### src/rtl/storage_element_bank.sv
// WIDTH-bit storage bank for the lab board: two debounced buttons and a mode switch
// emulate a transparent latch, a D flip-flop, a shift register or an up/down counter.
module storage_element_bank #(
    parameter int WIDTH           = 6,
    parameter int DEBOUNCE_CYCLES = 270000,
    parameter int LED_ACTIVE_LOW  = 1
) (
    input  logic             clk,
    input  logic             rst_n,
    input  logic             btn_d,
    input  logic             btn_load,
    input  logic [1:0]       mode,
    output logic [WIDTH-1:0] q,
    output logic [WIDTH-1:0] led
);

    localparam int CNT_W = (DEBOUNCE_CYCLES > 1) ? $clog2(DEBOUNCE_CYCLES) : 1;
    localparam logic [CNT_W-1:0] CNT_LAST = CNT_W'(DEBOUNCE_CYCLES - 1);

    localparam logic [1:0] MODE_LATCH   = 2'b00;
    localparam logic [1:0] MODE_DFF     = 2'b01;
    localparam logic [1:0] MODE_SHIFT   = 2'b10;
    localparam logic [1:0] MODE_COUNTER = 2'b11;

    // Bit order in the synchroniser vector: {mode[1:0], btn_load, btn_d}
    logic [3:0] sync_a;
    logic [3:0] sync_b;
    logic [1:0] mode_s;
    logic [1:0] db_lvl;
    logic       d_db;
    logic       ld_db;
    logic       ld_prev;
    logic       ld_pulse;

    always_ff @(posedge clk or negedge rst_n) begin
        if (!rst_n) begin
            sync_a <= '0;
            sync_b <= '0;
        end else begin
            sync_a <= {mode, btn_load, btn_d};
            sync_b <= sync_a;
        end
    end

    assign mode_s = sync_b[3:2];

    for (genvar g = 0; g < 2; g++) begin : g_db
        logic [CNT_W-1:0] cnt;
        logic             lvl;

        // The level flips on the edge where the mismatch has lasted DEBOUNCE_CYCLES edges.
        always_ff @(posedge clk or negedge rst_n) begin
            if (!rst_n) begin
                cnt <= '0;
                lvl <= 1'b0;
            end else if (sync_b[g] == lvl) begin
                cnt <= '0;
            end else if (cnt == CNT_LAST) begin
                cnt <= '0;
                lvl <= ~lvl;
            end else begin
                cnt <= cnt + CNT_W'(1);
            end
        end

        assign db_lvl[g] = lvl;
    end

    assign d_db  = db_lvl[0];
    assign ld_db = db_lvl[1];

    always_ff @(posedge clk or negedge rst_n) begin
        if (!rst_n) begin
            ld_prev <= 1'b0;
        end else begin
            ld_prev <= ld_db;
        end
    end

    assign ld_pulse = ld_db & ~ld_prev;

    always_ff @(posedge clk or negedge rst_n) begin
        if (!rst_n) begin
            q <= '0;
        end else begin
            case (mode_s)
                MODE_LATCH: begin
                    if (ld_db) begin
                        q <= {q[WIDTH-1:1], d_db};
                    end
                end
                MODE_DFF: begin
                    if (ld_pulse) begin
                        q <= {q[WIDTH-1:1], d_db};
                    end
                end
                MODE_SHIFT: begin
                    if (ld_pulse) begin
                        q <= {q[WIDTH-2:0], d_db};
                    end
                end
                MODE_COUNTER: begin
                    if (ld_pulse) begin
                        q <= d_db ? (q + WIDTH'(1)) : (q - WIDTH'(1));
                    end
                end
                default: begin
                    q <= q;
                end
            endcase
        end
    end

    assign led = (LED_ACTIVE_LOW != 0) ? ~q : q;

endmodule

### config.mk
export PLATFORM = sky130hd
export DESIGN_NAME = storage_element_bank
export DESIGN_NICKNAME = d
export VERILOG_FILES = /design/src/rtl/storage_element_bank.sv
export SDC_FILE = /design/constraint.sdc
export NUM_CORES = 1
export LEC_CHECK = 0
export ABC_AREA = 1
export BUFFER_PORTS_ARGS = -buffer_cell sky130_fd_sc_hd__buf_2
export CAP_MARGIN = 20
export CORE_MARGIN = 2
export CORE_UTILIZATION = 45
export DETAILED_ROUTE_END_ITERATION = 7
export PLACE_DENSITY_LB_ADDON = 0.15
export SETUP_SLACK_MARGIN = 0.05
export SLEW_MARGIN = 20
export SYNTH_ARGS = -nofsm -noshare
export SYNTH_HDL_FRONTEND = slang
export SYNTH_SLANG_ARGS = --single-unit
export TNS_END_PERCENT = 10
### constraint.sdc
create_clock -name clk -period 1.71 [get_ports clk]
set_input_delay 0.2565 -clock clk [delete_from_list [all_inputs] [get_ports clk]]
set_output_delay 0.2565 -clock clk [all_outputs]
set_load 0.02 [all_outputs]
# --- Word-level counts from Yosys, hierarchy flattened ---
# Cells that the tools add are included.
totals:
  register_bits: 55
  input_bits: 6
  word_cells: 48
classes:
  add_sub_neg: 4
  eq_ne: 11
  n_mux: 10
  bitwise_logic: 9
  n_reduce_logical: 5
ops:
  columns: ["op", "count"]
  rows:
  - ["19-bit 2-to-1 mux", 4]
  - ["19-bit by 1-bit adder with 19-bit output, second input constant", 2]
  - ["19-bit equality test, second input constant", 2]
  - ["6-bit case mux with 4 select lines", 1]
  - ["6-bit 2-to-1 mux", 3]
  - ["2-bit inequality test, second input constant", 4]
  - ["4-bit AND reduction", 2]
  - ["1-bit inverter", 7]
  - ["6-bit by 1-bit adder with 6-bit output, second input constant", 1]
  - ["6-bit inverter", 1]
  - ["6-bit by 1-bit subtractor with 6-bit output, second input constant", 1]
  - ["2-bit equality test, second input constant", 2]
  - ["2-bit AND reduction", 2]
  - ["1-bit equality test", 2]
  - ["2-bit by 1-bit equality test with 1-bit output, second input constant", 1]
  - ["2-bit zero test", 1]
  - ["1-bit 2-to-1 mux", 2]
  - ["1-bit bitwise AND", 1]

# --- Logic depth before layout (Yosys ltp) ---
# Gate-level depths: netlist (run 1).
depth:
  depth_word: 4
  depth_mapped: 9
  ltp_nobuf: 9

# --- Least setup slack after synthesis (run 1) ---
# No wires, ideal clock.
synth_timing:
  kind: "reg-to-reg"
  startpoint: "reg q[0]"
  endpoint: "reg q[4]"
  arrival_time_ps: 1491
  t_required_ps: 1584
  setup_slack_ps: 93
  stages_incl_launch_ff: 9
  n_path_buf: 0
  path_cell_list: "dfrtp_1 -> inv_1 -> fa_1 -> inv_1 -> nand3_1 -> nand2_1 -> a21oi_1 -> o21ai_0 -> a21oi_1"
synth_via:
  elab_chain_cells: 4
synth_lines:
  columns: ["item", "line", "source"]
  rows:
  - ["from (decl)", "13", "output logic [WIDTH-1:0] q,"]
  - ["from (signal assigned)", "89", "q <= {q[WIDTH-1:1], d_db};"]
  - ["from (signal assigned)", "94", "q <= {q[WIDTH-1:1], d_db};"]
  - ["from (signal assigned)", "99", "q <= {q[WIDTH-2:0], d_db};"]
  - ["6-bit by 1-bit subtractor with 6-bit output / 6-bit by 1-bit adder with 6-bit output (equally long branches)", "104", "q <= d_db ? (q + WIDTH'(1)) : (q - WIDTH'(1));"]
  - ["6-bit 2-to-1 mux *", "104", null]
  - ["6-bit 2-to-1 mux *", "103", "if (ld_pulse) begin"]
  - ["6-bit case mux with 4 select lines *", "86", "case (mode_s)"]
# Mark *: on every way between the ends. The rest lies on a longest branch, timed or not. The select of a mux whose other input is x is not followed.
# A chain may end at the register's enable or synchronous reset.

# --- Worst setup path in the final report (run 1) ---
layout_timing:
  startpoint: "reg g_db[0].lvl, in the netlist d_db"
  endpoint: "reg q[4]"
layout_via:
  elab_chain_cells: 3
layout_lines:
  columns: ["item", "line", "source"]
  rows:
  - ["from (decl)", "49", "logic lvl;"]
  - ["from (signal assigned)", "60", "lvl <= ~lvl;"]
  - ["6-bit 2-to-1 mux", "104", null]
  - ["6-bit 2-to-1 mux", "103", null]
  - ["6-bit case mux with 4 select lines", "86", null]
  - ["to (signal assigned)", "89", null]
  - ["to (signal assigned)", "104", null]
  - ["to (signal assigned)", "108", "q <= q;"]
# No other way between the ends. The select of a mux whose other input is x is not followed.

==> results of run 1 <==
-- how the worst max path moves through the flow --
stage	from	end	slack (ns)	cells after the start
6_report	d_db	q[4]	0.17	7
5_1_grt	q[0]	q[4]	0.006	8
3_5_place_dp	g_db[0].cnt[0]	g_db[0].cnt[18]	0.05	8
3_3_place_gp	g_db[0].cnt[0]	g_db[0].cnt[18]	0.06	8
4_1_cts	g_db[0].cnt[0]	g_db[0].cnt[18]	0.05	8
2_1_floorplan	q[0]	q[4]	0.09	8
-- kinds of logic (layout without fill, tap and decap cells) --
logic type                 Yosys count  count (layout)  share of synthesized area (%)
AOI/OAI and AO/OA                   30              30                           5.68
xor gates and xnor gates            25              25                           7.59
adders and majority gates            7               7                           3.30
buffers and inverters               46              74                           6.12
DFF                                 55              55                           47.7
and+or+nand+nor                    194             194                           29.6
-- per-layer routing --
metal,wire length [um],part of all wire (%),up-vias
li1,-,-,1179
met1,2670,49,1020
met2,2530,46,33
met3,134,2.5,11
met4,112,2.1,0
met5,0,0,-
-- layout make-up --
class	instances	share of cell area [%]
Sequential cell	55	42.9
Multi-Input combinational cell	256	41.8
Inverter	46	5.49
Timing Repair Buffer	21	4.05
Tap cell	77	3.00
Clock buffer	6	2.57
Clock inverter	1	0.156
-- state kept, by name, indices dropped and copies added, names as in the netlist --
register / flops
g_db.cnt: 38
sync_a: 4
q: 6
sync_b: 4
g_db.lvl: 1
ld_prev: 1
d_db: 1
-- worst max-delay path, delay by kind of cell (launching register included) --
kind	cells	cell delay, ns
buf+inv	1	0.13
flops	1	0.42
compound gates	4	0.48
fa+ha+maj	1	0.36
simple gates	1	0.08
-- cells in the final DEF, fill, tap and decap left out --
cell type	count
nor3b_1	4
nor2_2	6
nor4_1	1
clkinv_2	2
o21ai_1	1
inv_2	4
a21oi_1	14
o21ai_0	9
ha_1	6
fa_1	1
dfrtp_2	1
a22oi_1	2
o21a_1	1
inv_1	40
nor3_1	5
buf_12	1
xnor2_1	4
nand4_1	7
a21o_1	1
buf_4	2
dlygate4sd3_1	1
a211oi_1	1
nor2_1	68
nand2_4	1
buf_2	17
inv_4	1
a31oi_1	1
nand2_2	3
nor3_2	1
dfrtp_1	54
nand2_1	75
xor2_1	21
nor2_4	5
clkbuf_8	6
nand3_1	18
-- where the power goes --
part           internal, mW  switching [mW]
Clock                 0.319           0.410
Combinational        0.0285          0.0645
Sequential             1.32          0.0149
Total                  1.67           0.489
-- repair_timing --
item | 4_1_cts | 5_1_grt
endpoints found under the setup margin | 0 | 24
endpoints found under the hold margin | 55 | 0
gates resized for setup | 0 | 4
hold buffers | 1 | 0
==> qor.txt, run 1 <==
Detail Placement HPWL: 4030 um
non-filler cells, final: 462
routed vias/inst: 4.85
crit path kind: reg2reg
Slew headroom: 76.8%
Final Setup Violations: 0
R2R cell count: 7
reg-to-reg endpoint: q[4]
Design Power: 2.16 mW
fmax: 0.650 GHz
Mapped Cells: 357
Via Count: 2243
Tot GR Track Use: 16.7%
grt met1 use: 21.7%
Critical Path Slowest Stage Cell: dfrtp_1
worst r2r src: d_db
setup ws final: 0.172 ns
Util after Layout: 51.2%
Sequential Area: 1380 um^2
pwr dens: 672 nW/um^2
io pins: 18
Yosys cell types: 28
fin crit period: 1.54 ns
pin count of the biggest net entering global routing: 56
Setup TNS: 0 ns
slowest stage delay, CP: 0.42 ns
most frequent CP cell: a21oi_1
Die W: 84.1 um
outcome: complete, no violations
commonest cells in the netlist: nand2_1 (75), nor2_1 (69), dfrtp_1 (55), inv_1 (40), xor2_1 (21)
crit start category: flip-flop
Final period util: 89.9%
initial core utilization: 45.9%
total global routing overflow: 0
crit end category: flip-flop
Worst Hold Launch: mode[0]
drt drc: 0
post-placement cell area: 3100 um^2
Iter 0 DRT Violations: 106
Cells after DPL: 454
Pre-antenna DRT Iters: 4
Worst EP arrival: 1.78 ns
most used routing layer: met2
clock root cell: clkbuf_8
RePlAce Congestion: 0.894
vias in the first global route: 2130
Clk Latency, worst-skew pair: 0.31 ns
Top FF cell, synth: dfrtp_1
ANT nets after route: 0
FP Rows: 29
CP Cell Sequence: inv_1 -> ha_1 -> a21oi_1 -> nand2_1 -> a21oi_1 -> o21ai_0 -> a21oi_1
Layout fillers: 585
initial antenna violation count: 0
clock sink count: 55
Design Area, Final: 3210 um^2
share of synthesized registers carrying an async set or reset: 100%
max-cap viol count: 0
Syn Std Cell Area: 2880 um^2
hold path depth: 1
routed length per instance: 11.8 um
VDD IR max: 318 uV
Leak: 1.44 nW
CTS tree: done
hold crit path type: in2reg
Die ar.: 7070 um^2
die height: 84.1 um
share of cells above drive strength 1: 13.0%
sequential share of the synthesized area: 47.7%
area leader, netlist: dfrtp_1
CTS buffer count: 5
number of H-tree levels: 2
area grow syn2layout: 11.4%
Clk pin slew, worst setup/hold paths: 0.09 ns
share of the synthesized area in the top cell type: 47.7%
I/O Buffers: 17
met3 Usage GRT: 3.17%
ranking of synthesized cells by area: dfrtp_1 (48%), nand2_1 (9.8%), nor2_1 (9.0%)
CTS Buffer Depth: 2
first-pass GRT wire length: 9520 um
Syn. warnings: 0
total wire length: 5440 um
Worst Skew: 0.0131 ns
final hold vios: 0
Seq cells post-synth: 55
syn_nets: 370
fin. max-slew vios: 0
Worst EP required: 1.95 ns
FF-to-FF setup slack: 0.17 ns
RSZ-0062 raised after global routing: true
Core Footprint: 6280 um^2
postcts setup bufs: 0
setup slack after placement: 0.0523 ns
EDFF count, synth: 0
met2 GRT Util: 27.2%
Syn Area/Cell: 8.08 um^2
nets: 398
worst hold-check slack: 0.0500 ns
Max FO, Critical Path: 5
Least-Margin Pin Slew: 0.348 ns
Hold EP: sync_a[2]
Inserted Diodes: 0
area occupied by multi-input gates: 1340 um^2
top-count cell post-synth: nand2_1
Note: power is estimated with default switching activity, not from simulation.
==> run 2, diff against run 1 <==
- CAP_MARGIN: 20 -> default
- RECOVER_POWER: default -> 100
==> qor.txt, run 2 (synthesis gave the netlist of run 1 again) <==
outcome: complete, no violations
most common cell after layout, fill and taps aside: nand2_1
Inserted Diodes: 0
crit start category: flip-flop
routed vias/inst: 4.87
Final Setup Violations: 0
Util after Layout: 50.7%
Sequential Area: 1380 um^2
initial antenna violation count: 0
postcts setup bufs: 0
fin. max-slew vios: 0
RePlAce Congestion: 0.894
most frequent cells in the layout: nand2_1 (76), nor2_1 (69), dfrtp_1 (54)
I/O Buffers: 17
hold path depth: 1
Slew headroom: 51.6%
Least-Margin Pin Slew: 0.726 ns
die height: 84.1 um
Setup TNS: 0 ns
first-pass GRT wire length: 9520 um
Worst EP required: 1.90 ns
io pins: 18
area grow syn2layout: 10.3%
Hold EP: sync_a[2]
FF-to-FF setup slack: 0.16 ns
fin crit period: 1.55 ns
routed length per instance: 11.8 um
ANT nets after route: 0
hold crit path type: in2reg
clock root cell: clkbuf_8
Tot GR Track Use: 16.7%
Clk pin slew, worst setup/hold paths: 0.09 ns
Worst EP arrival: 1.75 ns
R2R cell count: 8
drt drc: 0
VDD IR max: 318 uV
crit end category: flip-flop
Worst Skew: 0.0131 ns
vias in the first global route: 2130
share of cells above drive strength 1: 9.61%
Largest register FFs: 38
Layout fillers: 595
pwr dens: 677 nW/um^2
Iter 0 DRT Violations: 124
Die ar.: 7070 um^2
area occupied by multi-input gates: 1340 um^2
number of H-tree levels: 2
reg-to-reg endpoint: g_db[0].cnt[5]
worst r2r src: g_db[0].cnt[0]
initial core utilization: 45.9%
clock sink count: 55
Max FO, Critical Path: 9
total global routing overflow: 0
slowest stage delay, CP: 0.43 ns
Critical Path Slowest Stage Cell: dfrtp_2
crit path kind: reg2reg
Via Count: 2249
FP Rows: 29
Biggest register: g_db.cnt
final hold vios: 0
Die W: 84.1 um
Final period util: 90.9%
most frequent CP cell: nor2_1
CP Cell Sequence: ha_1 -> nand2_1 -> nor2_4 -> nand3_1 -> nor2_1 -> nor2_2 -> inv_4 -> nor2_1
CTS Buffer Depth: 2
nets: 398
Worst Hold Launch: mode[0]
pin count of the biggest net entering global routing: 56
RSZ-0062 raised after global routing: true
Pre-antenna DRT Iters: 4
Leak: 1.40 nW
CTS buffer count: 5
max-cap viol count: 0
total wire length: 5440 um
Detail Placement HPWL: 4030 um
fmax: 0.644 GHz
Core Footprint: 6280 um^2
CTS tree: done
Clk Latency, worst-skew pair: 0.31 ns
biggest regs: g_db.cnt x38, q x6
[run 2: changes by cell type in the layout (fill, tap and decap cells not counted)]
cell      delta
clkbuf_4     +1
buf_12       -1
nand2_2      -1
clkbuf_1    +11
buf_2       -11
nor2_2       -1
nand2_1      +1
nor2_1       +1
[run 2: layer usage]
| layer | track usage, % | vias up | share of wire (%) |
|---|---|---|---|
| met3 | 3.17 | 11 | 2.6 |
| met2 | 27.2 | 33 | 46 |
| met5 | 0 | - | 0 |
| met1 | 21.7 | 1026 | 49 |
| met4 | 7.33 | 0 | 2.1 |
| li1 | - | 1179 | - |
[run 2: how the worst max path moves through the flow]
| stage | from | to | slack (ns) |
|---|---|---|---|
| 4_1_cts | g_db[0].cnt[0] | g_db[0].cnt[18] | 0.05 |
| 5_1_grt | g_db[0].cnt[0] | g_db[0].cnt[14] | 0.008 |
| 2_1_floorplan | q[0] | q[4] | 0.09 |
| 3_5_place_dp | g_db[0].cnt[0] | g_db[0].cnt[18] | 0.05 |
| 3_3_place_gp | g_db[0].cnt[0] | g_db[0].cnt[18] | 0.06 |
| 6_report | g_db[0].cnt[0] | g_db[0].cnt[5] | 0.16 |
[run 2: layout make-up]
class | count | area share [%]
multi-input combinational | 256 | 42.1
inverter | 46 | 5.55
sequential | 55 | 43.3
clock inverter | 1 | 0.157
tap | 77 | 3.03
clock buffer | 6 | 2.60
timing repair buffer | 21 | 3.27
[run 2: per-stage QoR]
| step | total power [mW] | hold slack, ns | std cells | area [um^2] | setup slack (ns) |
|---|---|---|---|---|---|
| 5_1_grt | 2.26 | 0.0299 | 462 | 3180 | 0.00838 |
| 4_1_cts | 2.19 | 0.0368 | 462 | 3200 | 0.0503 |
| 3_5_place_dp | 1.46 | 0.278 | 454 | 3100 | 0.0523 |
| 3_3_place_gp | 1.46 | 0.276 | 454 | 3100 | 0.0643 |
| 6_report | 2.15 | 0.0497 | 462 | 3180 | 0.156 |
| 2_1_floorplan | 1.40 | -0.0391 | 357 | 2880 | 0.0929 |
[run 2: timing repair]
action | 4_1_cts | 5_1_grt
hold buffers | 1 | 0
gates resized for setup | 0 | 4
endpoints found under the setup margin | 0 | 24
endpoints found under the hold margin | 55 | 0
[run 2: power by group]
group | switching, mW | internal, mW
sequential | 0.0149 | 1.32
combinational | 0.0637 | 0.0249
clock | 0.410 | 0.319
total | 0.489 | 1.66
[run 2: critical path: cells and delay by family, from the launching register on]
family,cells,cell delay (ns)
buffers and inverters,1,0.11
adders and majority gates,1,0.18
DFF,1,0.43
and+or+nand+nor,6,0.72
==> run 3, diff against run 2 <==
- CAP_MARGIN: default -> 20
- CORE_UTILIZATION: 45 -> 54
- clock period: 1.71 -> 1.2 ns (I/O delays scaled with it)
==> qor.txt, run 3 (synthesis gave the netlist of run 1 again) <==
routed vias/inst: 5.08
Clk Latency, worst-skew pair: 0.31 ns
CTS tree: done
hold crit path type: reg2reg
die height: 77.1 um
routed length per instance: 13.8 um
outcome: complete, but fails checks
Max FO, Critical Path: 5
fin crit period: 1.44 ns
failing checks: setup timing
Tot GR Track Use: 24.6%
CP Cell Sequence: clkinv_4 -> ha_4 -> nand2_1 -> inv_2 -> nand3_2 -> nand3_1 -> nand3_1 -> a21oi_2
total wire length: 7090 um
RSZ-0062 raised after global routing: true
max-cap viol count: 0
Layout fillers: 357
drt drc: 0
pin count of the biggest net entering global routing: 56
biggest regs: g_db.cnt x38, q x6
initial antenna violation count: 0
pwr dens: 841 nW/um^2
slowest stage delay, CP: 0.43 ns
Sequential Area: 1380 um^2
initial core utilization: 56.1%
ANT nets after route: 0
Worst EP required: 1.44 ns
CP bufs+invs: 2
io pins: 18
met1 WL: 3060 um
Slew headroom: 51.9%
nets: 456
share of cells above drive strength 1: 34.9%
Core Footprint: 5140 um^2
Biggest register: g_db.cnt
Design Power: 3.37 mW
Critical Path Slowest Stage Cell: dfrtp_2
most frequent cells in the layout: nand2_1 (65), nor2_1 (61), dfrtp_1 (51)
fin. max-slew vios: 0
vias in the first global route: 2515
setup ws final: -0.240 ns
first-pass GRT wire length: 11600 um
Leak: 1.81 nW
area occupied by multi-input gates: 1570 um^2
number of H-tree levels: 2
Clk pin slew, worst setup/hold paths: 0.10 ns
crit path kind: reg2reg
metal3 WL: 234 um
Iter 0 DRT Violations: 123
Least-Margin Pin Slew: 0.722 ns
CTS buffer count: 5
total global routing overflow: 0
Inserted Diodes: 0
Pre-antenna DRT Iters: 4
FP Rows: 26
Worst Skew: 0.00725 ns
final hold vios: 0
Final period util: 120%
RePlAce Congestion: 0.898
Worst EP arrival: 1.68 ns
Final Setup Violations: 48
clock root cell: clkbuf_8
Die ar.: 5940 um^2
Die W: 77.1 um
most frequent CP cell: nand3_1
CP delay by family, top: flip-flops
clock sink count: 55
highest routed layer: met4
I/O Buffers: 17
setup slack after placement: -0.270 ns
VDD IR max: 545 uV
Via Count: 2613
Detail Placement HPWL: 4430 um
CTS Buffer Depth: 2
crit end category: flip-flop
most common cell after layout, fill and taps aside: nand2_1
met2 WL post-DR: 3630 um
Largest register FFs: 38
fmax: 0.694 GHz
area grow syn2layout: 39.0%
crit start category: flip-flop
## run 3: cell count changes in the layout (fill, tap and decap cells not counted), moves of 10 or more
cell	change
clkbuf_1	-11
buf_4	+44
nand2_1	-11
nand2_2	+10
buf_6	+19
## run 3: path summary, 6_finish.rpt
kind                       slack (ns)      start   endpoint  depth (start not counted)
setup / recovery                -0.24       d_db       q[5]                          8
hold / removal                   0.36  sync_a[2]  sync_b[2]                          0
setup reg to reg                -0.24       d_db       q[5]                          8
hold reg to reg                  0.36  sync_a[2]  sync_b[2]                          0
max in group asynchronous        0.11      rst_n       d_db                          3
min in group asynchronous        0.57      rst_n  sync_b[2]                          3
## run 3: cell type report
class / instances / area share [%]
Inverter: 46 / 4.87
Timing Repair inverter: 1 / 0.187
Clock inverter: 2 / 0.967
Sequential cell: 55 / 34.4
Clock buffer: 6 / 2.06
Timing Repair Buffer: 78 / 16.3
Multi-Input combinational cell: 256 / 39.0
Tap cell: 70 / 2.18
## run 3: where the power goes
part	internal (mW)	switching [mW]	total, mW	leakage [nW]
Sequential	1.88	0.0202	1.90	0.738
Combinational	0.0704	0.116	0.186	1.01
Clock	0.687	0.598	1.28	0.0618
Total	2.64	0.733	3.37	1.81
## run 3: per-layer routing
metal / vias up / GRT usage (%)
met1: 1242 / 31.6
met4: 0 / 7.50
li1: 1301 / -
met5: - / 0
met3: 14 / 4.71
met2: 56 / 42.1
## run 3: metrics by stage
stage	util [%]	cells	hold WS (ns)	TNS, ns	instance area, um^2
2_1_floorplan	-	357	-0.116	-5.43	2910
3_3_place_gp	67.9	497	0.199	-5.70	3490
3_5_place_dp	67.9	497	0.197	-7.02	3490
4_1_cts	75.2	513	0.361	-7.03	3870
5_1_grt	78.0	514	0.368	-10.93	4010
6_report	78.0	514	0.357	-6.30	4010
## run 3: what timing repair did
item / 4_1_cts / 5_1_grt
hold endpoints to repair: 59 / 0
buffers inserted: 2 / 1
pin swaps: 18 / 12
endpoints found under the setup margin: 54 / 55
cloned: 1 / 0
hold buffers: 5 / 0
resized for setup: 54 / 41
